File: src/rtl/chunked_serial_adder.sv
`default_nettype none
// +--------------------------------------------------------------------------+
// | chunked_serial_adder: WIDTH-bit add done CHUNK bits per cycle, carry     |
// | registered between chunks, result returned over valid/ready. Rev 1.0     |
// +--------------------------------------------------------------------------+
module chunked_serial_adder #(
  parameter int WIDTH = 8,
  parameter int CHUNK = 2
) (
  input  logic             clk,
  input  logic             rst_n,
  input  logic             in_valid,
  output logic             in_ready,
  input  logic [WIDTH-1:0] in_a,
  input  logic [WIDTH-1:0] in_b,
  input  logic             in_cin,
  output logic             out_valid,
  input  logic             out_ready,
  output logic [WIDTH-1:0] out_sum,
  output logic             out_cout
);

  localparam int            c_NCH  = WIDTH / CHUNK;
  localparam int            c_CW   = (c_NCH > 1) ? $clog2(c_NCH) : 1;
  localparam logic [c_CW-1:0] c_LAST = c_CW'(c_NCH - 1);

  typedef enum logic [1:0] {
    S_IDLE = 2'd0,
    S_ADD  = 2'd1,
    S_DONE = 2'd2
  } state_t;

  state_t            r_state;
  state_t            w_state_nxt;
  logic [WIDTH-1:0]  r_a;
  logic [WIDTH-1:0]  r_b;
  logic [WIDTH-1:0]  r_sum;
  logic              r_carry;
  logic [c_CW-1:0]   r_cnt;
  logic [WIDTH-1:0]  r_out_sum;
  logic              r_out_cout;

  logic [CHUNK:0]    w_slice;
  logic [WIDTH-1:0]  w_s_ext;
  logic [WIDTH-1:0]  w_sum_nxt;
  logic              w_last;

  assign w_slice   = {1'b0, r_a[CHUNK-1:0]} + {1'b0, r_b[CHUNK-1:0]}
                   + {{CHUNK{1'b0}}, r_carry};
  assign w_s_ext   = WIDTH'(w_slice[CHUNK-1:0]);
  // Each new chunk enters at the top so the low chunk lands at bit 0 after NCH steps.
  assign w_sum_nxt = (r_sum >> CHUNK) | (w_s_ext << (WIDTH - CHUNK));
  assign w_last    = (r_cnt == c_LAST);

  assign out_sum   = r_out_sum;
  assign out_cout  = r_out_cout;

  always_ff @(posedge clk or negedge rst_n) begin
    if (!rst_n) begin
      r_state <= S_IDLE;
    end else begin
      r_state <= w_state_nxt;
    end
  end

  always_comb begin
    w_state_nxt = r_state;
    in_ready    = 1'b0;
    out_valid   = 1'b0;
    case (r_state)
      S_IDLE: begin
        in_ready = 1'b1;
        if (in_valid) w_state_nxt = S_ADD;
      end
      S_ADD: begin
        if (w_last) w_state_nxt = S_DONE;
      end
      S_DONE: begin
        out_valid = 1'b1;
        if (out_ready) w_state_nxt = S_IDLE;
      end
      default: w_state_nxt = S_IDLE;
    endcase
  end

  always_ff @(posedge clk or negedge rst_n) begin
    if (!rst_n) begin
      r_a        <= '0;
      r_b        <= '0;
      r_sum      <= '0;
      r_carry    <= 1'b0;
      r_cnt      <= '0;
      r_out_sum  <= '0;
      r_out_cout <= 1'b0;
    end else begin
      case (r_state)
        S_IDLE: begin
          if (in_valid) begin
            r_a     <= in_a;
            r_b     <= in_b;
            r_carry <= in_cin;
            r_cnt   <= '0;
          end
        end
        S_ADD: begin
          r_a     <= r_a >> CHUNK;
          r_b     <= r_b >> CHUNK;
          r_carry <= w_slice[CHUNK];
          r_sum   <= w_sum_nxt;
          if (w_last) begin
            r_out_sum  <= w_sum_nxt;
            r_out_cout <= w_slice[CHUNK];
          end else begin
            r_cnt <= r_cnt + c_CW'(1);
          end
        end
        default: ;
      endcase
    end
  end

endmodule
`default_nettype wire

File: config.mk
export PLATFORM = sky130hd
export DESIGN_NAME = chunked_serial_adder
export DESIGN_NICKNAME = d
export VERILOG_FILES = /design/src/rtl/chunked_serial_adder.sv
export SDC_FILE = /design/constraint.sdc
export NUM_CORES = 1
export LEC_CHECK = 0
export ABC_AREA = 1
export CORE_AREA = 2 2 60 62
export CTS_CLUSTER_DIAMETER = 30
export DETAILED_ROUTE_END_ITERATION = 10
export DIE_AREA = 0 0 62 64
export PLACE_DENSITY = 0.8
export SLEW_MARGIN = 10
export SYNTH_ARGS = -nofsm -noshare
export SYNTH_HDL_FRONTEND = slang
export SYNTH_SLANG_ARGS = --single-unit
File: constraint.sdc
create_clock -name clk -period 1.8 [get_ports clk]
set_input_delay 0.36 -clock clk [delete_from_list [all_inputs] [get_ports clk]]
set_output_delay 0.36 -clock clk [all_outputs]
set_load 0.005 [all_outputs]
Yosys cells after proc, flatten, opt, wreduce, memory -nomap -nowiden. Index checks and enable logic that the tools add are counted. W data, S select, Z words.

Bits in registers: 38. Output and inout port bits: 11. Word-level logic and storage cells: 40.

Add/subtract/negate cells: 3. Equal/unequal tests: 7. Muxes and demuxes: 15. Bitwise operators: 1. Reductions and logical operators: 6.

Operator list (number): $pmux W8 S2 (2); $mux W8 (2); $mux W2 (5); $ne A2 B2 Y1 const B (4); $or A6 B8 Y8 (1); $pmux W2 S3 (1); $reduce_and A3 Y1 (2); $eq A2 B2 Y1 const B (2); $pmux W2 S2 (1); $reduce_and A2 Y1 (2); $add A2 B2 Y3 (1); $add A3 B1 Y3 (1); $mux W1 (3); $add A2 B1 Y2 const B (1); $eq A2 B1 Y1 const B (1); $logic_not A2 Y1 (1); $pmux W1 S2 (1); $reduce_bool A2 Y1 (1).

Longest topological paths before layout. Gate-level depths: netlist of the first run.

Depth after elaboration: 3. Gate-level depth with buffers: 8. Depth with buffers taken out: 8.

Worst setup path before layout of the first run. Ideal clock, no wire load.

Path kind: register -> register. Start point: register r_a[0]. End point: register r_carry. Arrival time: 1422 ps. Data required time: 1735 ps. Path slack: 313 ps. Cell stages (with the launch flop): 9. Path buffers: 0. Path through: dfrtp_1 -> inv_1 -> fa_1 -> fa_1 -> inv_1 -> nand3_1 -> nand2_1 -> nand2_1 -> nand2_1.

Word-level cells in the longest chain between the ends: 3.

RTL lines: from (decl) (RTL line 35) `logic [WIDTH-1:0] r_a;`; from (signal assigned) (RTL line 99) `r_a <= in_a;`; from (signal assigned) (RTL line 106) `r_a <= r_a >> CHUNK;`; $add A2 B2 Y3 (RTL line 48) `assign w_slice = {1'b0, r_a[CHUNK-1:0]} + {1'b0, r_b[CHUNK-1:0]}`; $add A3 B1 Y3 (RTL line 49) `+ {{CHUNK{1'b0}}, r_carry};`; $pmux W1 S2 (RTL line 96) `case (r_state)`; to (signal assigned) (RTL line 101) `r_carry <= in_cin;`; to (signal assigned) (RTL line 108) `r_carry <= w_slice[CHUNK];`; to (decl) (RTL line 38) `logic r_carry;`.

No other way between the ends. A chain may end at the register's enable or synchronous reset.

Worst setup path in the final report of the first run. Ends and elaborated chain as after synthesis.

==> results of run 1 <==
[layer usage]
layer / global-route usage / vias to the layer above / wire length, um / part of all wire
met4: 0.0718 / 0 / 53 / 0.016
met3: 0.0425 / 7 / 137 / 0.042
li1: - / 698 / - / -
met2: 0.301 / 31 / 1550 / 0.48
met1: 0.239 / 642 / 1520 / 0.47
met5: 0 / - / 0 / 0
[layout make-up]
type / count / area (um^2)
Multi-Input combinational cell: 141 / 648
Clock buffer: 7 / 65.1
Inverter: 14 / 52.6
Fill cell: 298 / 1180
Timing Repair Buffer: 39 / 375
Tap cell: 46 / 57.6
Sequential cell: 36 / 901
[metrics by stage]
| step | worst slack, ns | area [um^2] | TNS [ns] | instances |
|---|---|---|---|---|
| floorplan | 0.313 | 1660 | 0 | 199 |
| detailed placement | 0.231 | 2020 | 0 | 275 |
| global route | 0.0823 | 2100 | 0 | 283 |
| finish | 0.221 | 2100 | 0 | 283 |
| CTS | -0.00900 | 2090 | -0.00900 | 283 |
| global placement | 0.282 | 2020 | 0 | 275 |
[power groups by stage]
stage                     combinational [uW]  sequential (uW)  clock [uW]
final                                   1600             1370         474
after global routing                    1840             1410         528
after CTS                               1630             1360         492
after detailed placement                1610             1380           0
after global placement                  1560             1360           0
after floorplan                         1110             1340           0
[sequential cells by signal, summed over array words and instances, names as in the netlist]
name      count
out_cout      1
out_sum       8
r_a           8
r_b           8
r_carry       1
r_cnt         2
r_state       2
r_sum         6
[synthesized netlist by cell type (all sizes together)]
master,number
buf,8
dfrtp,36
fa,2
ha,1
inv,14
nand2,97
nand3,21
nand3b,1
nand4,1
nor2,3
o21ai,14
o31ai,1
[critical path: stages (launching register included)]
cell     delay (ns)
dfrtp_1        0.36
inv_1          0.06
fa_1           0.44
fa_1           0.39
inv_1          0.06
nand3_1        0.05
nand2_1        0.08
nand2_1        0.04
nand2_1        0.05
[logic make-up after synthesis]
| kind of cell | after synthesis | synth area share |
|---|---|---|
| AND/OR/NAND/NOR | 123 | 0.304 |
| AO/OA/AOI/OAI | 15 | 0.0536 |
| buffers and inverters | 22 | 0.0665 |
| flip-flops | 36 | 0.544 |
| adder cells (fa/ha/maj) | 3 | 0.0317 |
[worst paths after layout]
check / startpoint / cells after the start / slack (ns) / end
max: r_a[0]$_DFFE_PN0P_ / 8 / 0.22 / r_carry$_DFFE_PN0P_
min: rst_n / 2 / 0.43 / out_sum[0]$_DFFE_PN0P_
max reg2reg: r_a[0]$_DFFE_PN0P_ / 8 / 0.22 / r_carry$_DFFE_PN0P_
min reg2reg: out_sum[1]$_DFFE_PN0P_ / 2 / 0.48 / out_sum[1]$_DFFE_PN0P_
max in group asynchronous: rst_n / 2 / 1.04 / out_sum[4]$_DFFE_PN0P_
min in group clk: out_sum[1]$_DFFE_PN0P_ / 2 / 0.48 / out_sum[1]$_DFFE_PN0P_
[timing repair]
item                                    in CTS  in global routing
hold buffers                                 0                  0
setup buffers                                1                  0
pin swaps                                    0                  1
endpoints found under the setup margin       2                  2
hold endpoints to repair                     0                  0
resized for setup                            0                  3
[cell usage in the layout (no fill, tap or decap)]
cell type	synthesis	layout
clkbuf_4	0	5
dfrtp_1	36	36
fa_1	2	2
clkbuf_8	0	2
nand2_2	1	1
o31ai_1	1	1
dlymetal6s2s_1	0	2
nand3b_1	1	1
o21ai_0	13	13
nand4_1	1	1
nor2_2	0	1
o21ai_4	1	1
nor2_4	1	1
clkdlybuf4s50_1	0	29
inv_2	2	2
nand2_1	96	96
inv_1	12	12
nor2_1	2	1
buf_4	2	8
ha_1	1	1
nand3_1	21	21
==> impl_metrics.env, run 1 <==
export IMPL_grt_overflow_total=0
export IMPL_synth_area_top_cells="dfrtp_1, nand2_1, nand3_1"
export IMPL_drive_gt1_frac=0.0886
export IMPL_hold_path_class="in2async"
export IMPL_cellPowerDensity_nw_per_um2=1640
export IMPL_setup_viol=0
export IMPL_die_w_um=62
export IMPL_synth_nets=223
export IMPL_grt_antenna_before_repair=0
export IMPL_htreeDepth=2
export IMPL_netlist_instances=199
export IMPL_ys_types=18
export IMPL_p_sw_frac=0.398
export IMPL_cp_required_ns=2.08
export IMPL_place_hpwl_um=2250
export IMPL_via_per_inst=4.87
export IMPL_num_antenna_cells=0
export IMPL_critPathArrivalTime_ns=1.86
export IMPL_synth_avg_cell_area_um2=8.32
export IMPL_slew_headroom=0.696
export IMPL_grt_util_all_layers=0.187
export IMPL_fin_nets=261
export IMPL_p_int_uw=2070
export IMPL_tightest_slew_ns=0.455
export IMPL_fp_row_count=21
export IMPL_worst_clock_skew_ns=0.00629
export IMPL_route_vias_total=1378
export IMPL_drv_cap=0
export IMPL_power_frac_seq=0.397
export IMPL_status="completed"
export IMPL_fin_crit_ns=1.58
export IMPL_fin_hold_ws_ns=0.429
export IMPL_grt_first_pass_wirelength_um=5510
export IMPL_drt_iter0_drc=69
export IMPL_design_power_total_uw=3440
export IMPL_io_buffers=31
export IMPL_synth_largest_area_cell="dfrtp_1"
export IMPL_ant_nets=0
export IMPL_die_h_um=64
export IMPL_synth_area_um2=1660
export IMPL_hold_viol=0
export IMPL_yosysWarnings=0
export IMPL_grt_max_degree=37
export IMPL_cts_buffers=5
export IMPL_synth_seq_cells=36
export IMPL_p_comb_frac=0.464
export IMPL_yosysTopAreaCellShare=0.544
export IMPL_dieArea_um2=3970
export IMPL_crit_path_start_kind="register"
export IMPL_clock_fmax_ghz=0.633
export IMPL_cts_tree="yes"
export IMPL_clockPowerShare=0.138
export IMPL_crit_path_end_kind="register"
export IMPL_clockBufferDepth=2
export IMPL_p_switching_uw=1370
export IMPL_clkSinkCount=36
export IMPL_clk_pin_slew_worst_paths_ns=0.10
export IMPL_crit_fanout=2
export IMPL_dr_pass1_iters=4
export IMPL_wl_per_cell_um=11.6
export IMPL_post_route_util=0.639
export IMPL_clk_insertion_delay_late_ns=0.34
export IMPL_drc=0
export IMPL_area_growth_pct=26.7
export IMPL_routabilityCongestion=0.827
export IMPL_critPathKind="reg2reg"
export IMPL_num_io_pins=32
export IMPL_drv_slew=0
export IMPL_period_share=0.877
export IMPL_ir_drop_mv=0.801
export IMPL_grt_pass1_vias=1281
export IMPL_drt_wl_total_um=3270
export IMPL_cts_root_buf="clkbuf_4"
export IMPL_synth_seq_area_share=0.544
export IMPL_core_um2=3280
export IMPL_grt_setup_unrepaired="no"
export IMPL_leakage_uw=0.00111
export IMPL_initial_utilization=0.504
No activity file was read; power rests on OpenSTA's default activity.
==> run 2: changes to the inputs <==
--- a/config.mk
+++ b/config.mk
@@ -5,12 +5,11 @@
 export SDC_FILE = /design/constraint.sdc
 export NUM_CORES = 1
 export LEC_CHECK = 0
-export ABC_AREA = 1
 export CORE_AREA = 2 2 60 62
 export CTS_CLUSTER_DIAMETER = 30
 export DETAILED_ROUTE_END_ITERATION = 10
 export DIE_AREA = 0 0 62 64
-export PLACE_DENSITY = 0.8
+export PLACE_DENSITY = 0.78
 export SLEW_MARGIN = 10
 export SYNTH_ARGS = -nofsm -noshare
 export SYNTH_HDL_FRONTEND = slang
==> run 2 against run 1 <==
Compared with the run above: area after synthesis is 3.2% lower; clock skew is 0.0056 ns higher; die area stayed put; clock-buffer cell count stayed put; register-to-register slack worse by 0.05 ns; critical path depth is 5 lower; first-iteration DRC count is 25% lower.
==> impl_metrics.env, run 2 <==
export IMPL_critPathKind="reg2out"
export IMPL_synth_seq_area_share=0.562
export IMPL_drt_wl_total_um=3270
export IMPL_clkSinkCount=36
export IMPL_synth_largest_area_cell="dfrtp_1"
export IMPL_setup_viol=0
export IMPL_dieArea_um2=3970
export IMPL_dp_cells=206
export IMPL_cts_buffers=5
export IMPL_io_buffers=31
export IMPL_cellPowerDensity_nw_per_um2=1790
export IMPL_cp_required_ns=1.44
export IMPL_cts_root_buf="clkbuf_4"
export IMPL_slowest_stage="dfrtp_1"
export IMPL_synth_xor_area_share=0
export IMPL_synth_edf_count=0
export IMPL_dr_pass1_iters=4
export IMPL_grt_util_all_layers=0.187
export IMPL_fin_ws_ns=0.163
export IMPL_netlist_instances=131
export IMPL_via_per_inst=5.39
export IMPL_seqCellArea_um2=902
export IMPL_yosysTopAreaCellShare=0.562
export IMPL_slowest_delay_ns=0.43
export IMPL_period_share=0.910
export IMPL_grt_antenna_before_repair=0
export IMPL_multiInputGateArea_um2=612
export IMPL_drc=0
export IMPL_leakage_uw=0.000947
export IMPL_synth_area_um2=1600
export IMPL_synth_seq_cells=36
export IMPL_clk_pin_slew_worst_paths_ns=0.11
export IMPL_fin_nets=196
export IMPL_clockBufferDepth=2
export IMPL_clock_fmax_ghz=0.611
export IMPL_ys_flop_type="dfrtp_1"
export IMPL_fp_row_count=21
export IMPL_hold_path_class="in2async"
export IMPL_die_h_um=64
export IMPL_place_hpwl_um=2270
export IMPL_num_antenna_cells=0
export IMPL_drv_slew=0
export IMPL_most_common_layout_cells="dfrtp_1, clkdlybuf4s50_1, o22ai_1, buf_4"
export IMPL_grt_overflow_total=0
export IMPL_core_um2=3280
export IMPL_die_w_um=62
export IMPL_synth_area_top_cells="dfrtp_1, o22ai_1, mux2_2"
export IMPL_pre_cts_ws_ns=0.141
export IMPL_fin_crit_ns=1.64
export IMPL_crit_fanout=3
export IMPL_yosysWarnings=0
export IMPL_clk_insertion_delay_late_ns=0.34
export IMPL_layout_commonest_cell="dfrtp_1"
export IMPL_muxShareOfSynthArea=0.0796
export IMPL_synth_compound_area_frac=0.193
export IMPL_drive_gt1_frac=0.208
export IMPL_synthSimpleGateAreaFrac=0.0718
export IMPL_hold_buffers=0
export IMPL_synthAdderAreaFrac=0.0328
export IMPL_synth_nets=155
export IMPL_synth_top_family_by_area="compound AO/OA/AOI/OAI gates"
export IMPL_grt_setup_unrepaired="no"
export IMPL_postSynth_asyncResetShare=1.00
export IMPL_drt_iter0_drc=52
export IMPL_grt_max_degree=37
export IMPL_crit_path_end_kind="output pin"
export IMPL_ir_drop_mv=0.925
export IMPL_area_growth_pct=30.4
export IMPL_slew_headroom=0.696
export IMPL_hold_viol=0
export IMPL_cts_tree="yes"
export IMPL_setup_tns_ns=0
export IMPL_grt_pass1_vias=1224
export IMPL_synth_commonest_cells="dfrtp_1, o22ai_1, inv_1, o21ai_0"
export IMPL_htreeDepth=2
export IMPL_fill_cells=258
export IMPL_status="completed"
export IMPL_ant_nets=0
export IMPL_crit_chain="buf_4 -> nor2_1 -> dlygate4sd2_1"
export IMPL_layout_cells_non_filler=219
export IMPL_crit_path_start_kind="register"
export IMPL_drv_cap=0
export IMPL_synth_avg_cell_area_um2=12.2
export IMPL_critPathArrivalTime_ns=1.28
export IMPL_routabilityCongestion=0.815
export IMPL_route_vias_total=1181
export IMPL_grt_first_pass_wirelength_um=5470
export IMPL_yosysMostFrequentCell="dfrtp_1"
export IMPL_ys_types=30
export IMPL_num_io_pins=32
export IMPL_wl_per_cell_um=14.9
export IMPL_initial_utilization=0.488
export IMPL_worst_clock_skew_ns=0.0119
export IMPL_tightest_slew_ns=0.456
run 2: changes by cell type in the layout (fill, tap and decap cells not counted), moves of 4 or more:
cell,previous run,this run
nand3_1,21,0
inv_1,12,7
o22ai_1,0,16
nand2_1,96,6
a2bb2oi_1,0,6
a21oi_1,0,6
mux2_4,0,4
o21ai_0,13,7
mux2_2,0,6
run 2: routing by layer:
metal,wire (um),global-route usage
met1,1440,0.238
met2,1620,0.301
met3,147,0.0547
met4,52,0.0559
met5,0,0
run 2: critical path: cells and delay by family, from the launching register on:
family	cells	cell delay (ns)
flops	1	0.43
buf+inv	2	0.41
simple gates	1	0.10
run 2: worst paths after layout:
path	slack, ns	start	depth (start not counted)	endpoint
min in group clk	0.49	out_cout$_DFFE_PN0P_	2	out_cout$_DFFE_PN0P_
max in group asynchronous	1.02	rst_n	2	r_state[1]$_DFFE_PN0P_
setup reg to reg	0.17	r_state[0]$_DFFE_PN0P_	5	out_sum[2]$_DFFE_PN0P_
hold reg to reg	0.49	out_cout$_DFFE_PN0P_	2	out_cout$_DFFE_PN0P_
hold / removal	0.44	rst_n	2	r_sum[6]$_DFFE_PN0P_
setup / recovery	0.16	r_state[0]$_DFFE_PN0P_	3	out_valid
run 2: through the flow:
stage	utilization	total power, uW	area, um^2	hold slack [ns]
after detailed placement	0.593	3050	1950	0.470
after CTS	0.630	3740	2070	0.449
after floorplan	-	2540	1600	0.0644
after global placement	0.593	2950	1950	0.466
after global routing	0.637	4020	2090	0.460
final	0.637	3740	2090	0.441
run 2: repair_timing:
item | in CTS | in global routing
setup endpoints to repair | 2 | 1
buffers inserted | 3 | 2
gates resized for setup | 3 | 2
hold endpoints to repair | 0 | 0
run 2: cell families (layout without fill, tap and decap cells):
kind of cell / Yosys count / after routing
simple gates: 20 / 20
mux: 10 / 10
flops: 36 / 36
fa+ha+maj: 3 / 3
buf+inv: 16 / 58
compound gates: 46 / 46
run 2: area by class of cell:
type,count,area share
Clock inverter,1,0.0144
Tap cell,46,0.0275
Timing Repair Buffer,42,0.189
Inverter,8,0.0144
Clock buffer,7,0.0311
Sequential cell,36,0.431
Multi-Input combinational cell,79,0.293
run 2: where the power goes:
part	switching, uW	leakage [uW]	internal [uW]	total, uW
clock	267	0.0000515	369	636
combinational	734	0.000460	929	1660
sequential	245	0.000436	1200	1440
==> variant 1, RTL diff (flow settings as in run 2) <==
Re-encode `state_t` (3 states) as one-hot, 3 bits wide.
--- a/src/rtl/chunked_serial_adder.sv
+++ b/src/rtl/chunked_serial_adder.sv
@@ -25,8 +25,8 @@
   localparam logic [c_CW-1:0] c_LAST = c_CW'(c_NCH - 1);
 
-  typedef enum logic [1:0] {
-    S_IDLE = 2'd0,
-    S_ADD  = 2'd1,
-    S_DONE = 2'd2
+  typedef enum logic [2:0] {
+    S_IDLE = 3'b001,
+    S_ADD  = 3'b010,
+    S_DONE = 3'b100
   } state_t;
 
Behaviour: no difference found for any inputs over 10 cycles, from zero or initial values and one cycle with rst_n low; not proved beyond that.
==> variant 1 against run 2 <==
- worst setup slack got worse by 0.070 ns
- clock skew fell by 0.0032 ns
- area after synthesis rose by 2.3%
- total power fell by 16%
- sequential cell count rose by 1
- design area rose by 2.4%
- routed wire length fell by 8.2%
- critical path type unchanged
- largest cell class unchanged
- largest power group is now registers
==> variant 1: results (changes against run 2) <==
CP arrival=1.35 ns (+0.07 ns); clock skew=0.00867 ns (-0.00321 ns); top cells by area, synth=dfrtp_1 55%, nand2_1 8.7%, mux2i_1 8.5%, o21ai_0 5.5%, mux2_2 4.1%; drt total wl=3000 um (-8.2%); vias in the first global route=1224 (unchanged); H-tree levels=2 (unchanged); CTS Buffer Depth=2 (unchanged); Hold WS=0.443 ns (+0.00219 ns); gr usage total=17.8% (-0.84 points); largest net degree at the start of global routing=38 (+2.7%); clock slew at reported path FFs=0.10 ns; syn_nets=176 (+14%); RR Endpoint=r_b[2]; number of fill cells=275 (+6.6%); worst-margin pin slew=0.455 ns (-0.00101 ns); drt initial violations=67 (+29%); Slowest-stage cell, CP=dfrtp_2; DR top layer=met4; antenna-violating nets left=0 (unchanged); critical path's top delay family=buffers and inverters; grt ovf=0 (unchanged); DR WL met2=1540 um (-5.0%); routed wl met3=126 um (-14%); status=finished, final reports clean; layout cells sized above 1=15.7% (-5.1 points); Static Leakage=1.01 nW (+6.9%); final-stage net count=214 (+9.2%); CTS root buffer=clkbuf_4; Warnings, synthesis=0 (unchanged); count leader, synth=nand2_1; Setup crit end=in_ready; Commonest cells post-synth=38 x nand2_1, 36 x dfrtp_1, 18 x o21ai_0; async set-reset flop share out of synthesis=100% (unchanged); r2r setup slk=0.21 ns (+0.04 ns); global-route wire length before repair=5200 um (-5.0%); DP HPWL=2150 um (-5.4%); Placer Congestion=0.760 (-6.7%); Crit. Startpoint=r_state[2]; wl on met1=1290 um (-11%); crit path max fanout=7 (+4); register area share after synthesis=56.5% (+0.32 points); Reg2Reg Depth=5 (unchanged); Worst VDD drop=0.626 mV (-32%); via/cell ratio=5.11 (-5.2%); reg2reg start=r_state[0]; ANT cells=0 (unchanged); port bufs=31 (unchanged); Distinct cells, synth=26 (-13%); Main synth FF type=dfrtp_1
==> variant 1: power by group <==
part / internal (W) / total (W) / switching, W
registers: 0.00120 / 0.00141 / 0.000208
clock network: 0.000226 / 0.000485 / 0.000259
logic: 0.000658 / 0.00124 / 0.000583
total: 0.00209 / 0.00314 / 0.00105
==> variant 1: per-stage QoR <==
| step | cells | setup TNS [ns] | worst slack (ns) | instance area [um2] | power (W) |
|---|---|---|---|---|---|
| 6_report | 237 | 0 | 0.0922 | 2140 | 0.00314 |
| 5_1_grt | 237 | 0 | 0.0362 | 2140 | 0.00343 |
| 4_1_cts | 237 | 0 | 0.0767 | 2140 | 0.00319 |
| 3_5_place_dp | 226 | -0.152 | -0.0426 | 2040 | 0.00266 |
| 3_3_place_gp | 226 | 0 | 0.0401 | 2040 | 0.00257 |
| 2_1_floorplan | 152 | 0 | 0.319 | 1640 | 0.00216 |
==> variant 1: cells by family after synthesis <==
group	after synthesis	synth area share, %
buffers and inverters	15	4.19
flip-flops	37	56.5
AO/OA/AOI/OAI	26	8.24
adder cells (fa/ha/maj)	3	3.20
AND/OR/NAND/NOR	51	15.2
multiplexers	20	12.7
==> variant 1: metal layers <==
layer  up-vias  track usage (%)
met1       589             21.5
met2        33             29.2
li1        585                -
met3         4             6.28
met4         0             5.59
met5         -                0
==> variant 1: layout make-up <==
class / count / area [um2] / share of cell area, %
Clock buffer: 7 / 65.1 / 3.04
Clock inverter: 1 / 5.00 / 0.234
Inverter: 6 / 22.5 / 1.05
Multi-Input combinational cell: 100 / 661 / 30.9
Sequential cell: 37 / 930 / 43.4
Tap cell: 46 / 57.6 / 2.69
Timing Repair Buffer: 40 / 400 / 18.7
==> variant 1: timing repair <==
action / CTS / global route
resized for setup: 6 / 0
buffers inserted: 3 / 0
endpoints found under the setup margin: 2 / 0
==> variant 2, RTL diff (config.mk and constraints of run 2) <==
Without the edit above. Set the parameter `CHUNK` to 4 (it was 2).
--- a/src/rtl/chunked_serial_adder.sv
+++ b/src/rtl/chunked_serial_adder.sv
@@ -6,5 +6,5 @@
 module chunked_serial_adder #(
   parameter int WIDTH = 8,
-  parameter int CHUNK = 2
+  parameter int CHUNK = 4
 ) (
   input  logic             clk,
Check against the original RTL: not equivalent (Yosys sat finds a counterexample within 4 cycles, from zero or initial values and one cycle with rst_n low).
==> variant 2 against run 2 <==
- worst setup slack worse by 0.087 ns
- routed wire length grew 4.3%
- area after synthesis is 3.5% lower
- worst hold slack got worse by 0.031 ns
- total power decreased by 3.4%
- first-iteration DRC count increased by 33%
- design area decreased by 4.1%
- core utilization down 2.6 points
- sequential cell count is 3 lower
- critical endpoint is now r_carry
- highest routed layer unchanged
==> variant 2: results (changes against run 2) <==
status=finished, final reports clean; DR WL met2=1660 um (+2.3%); f_max=0.580 GHz (-5.1%); dpl cells=225 (+9.2%); proportion of synthesized area in mux cells=3.88% (-4.1 points); layout cells sized above 1=15.4% (-5.4 points); vias in the first global route=1204 (-1.6%); r2r setup slk=0.08 ns (-0.09 ns); RR Endpoint=r_carry; top cells by area, synth=dfrtp_1 53%, nand2_1 4.9%, o22ai_1 4.9%, o21ai_0 4.5%, a21oi_1 4.2%; met1 GRT Util=24.6% (+0.76 points); wire per inst=14.5 um (-2.4%); adder-cell share of the synthesized area=5.02% (+1.7 points); met3 usage=6.07% (+0.61 points); via count=1264 (+7.0%); routed wl met3=234 um (+59%); Post-Synth XOR/XNOR Area=1.13% (+1.1 points); Worst VDD drop=0.799 mV (-14%); syn_nets=174 (+12%); Gate power share=50.9% (+6.4 points); Reg2Reg Depth=7 (+2); wl on met1=1420 um (-1.5%); switch share=39.0% (+5.7 points); Clock Power Share=10.6% (-6.4 points); Post-Layout Cell Count=234 (+6.8%); crit-path max cell delay=0.40 ns (-0.03 ns); drt initial violations=69 (+33%); Placer Congestion=0.809 (-0.65%); register area share after synthesis=53.4% (-2.8 points); Slew HR=68.1% (-1.5 points); critical path endpoint category=flop; Synth Area in Compound Gates=20.7% (+1.4 points); Post-Syn Instances=148 (+13%)
## variant 2: cell types whose count changed in the layout (fill, tap and decap cells not counted), moves of 3 or more
cell and change:
a21oi_1 +7, a2bb2oi_1 -6, dfrtp_1 -3, mux2_2 -6, nand2_1 +14, nor2b_1 +5
o21ai_0 +7, o21ai_1 +3, o22ai_1 -4
## variant 2: final cells by class
type                            instances  area (um2)
Clock inverter                          1        5.00
Timing Repair Buffer                   42         390
Fill cell                             287        1280
Clock buffer                            5        37.5
Multi-Input combinational cell         99         657
Inverter                                8        30.0
Tap cell                               46        57.6
Sequential cell                        33         827
## variant 2: logic make-up after synthesis
group | count (synthesis)
AO/OA/AOI/OAI | 53
AND/OR/NAND/NOR | 35
flip-flops | 33
buffers and inverters | 16
adder cells (fa/ha/maj) | 5
multiplexers | 4
XOR/XNOR | 2
## variant 2: timing repair
item,CTS,global route
resized for setup,6,1
setup endpoints to repair,4,4
pin swaps,1,1
setup buffers,2,1
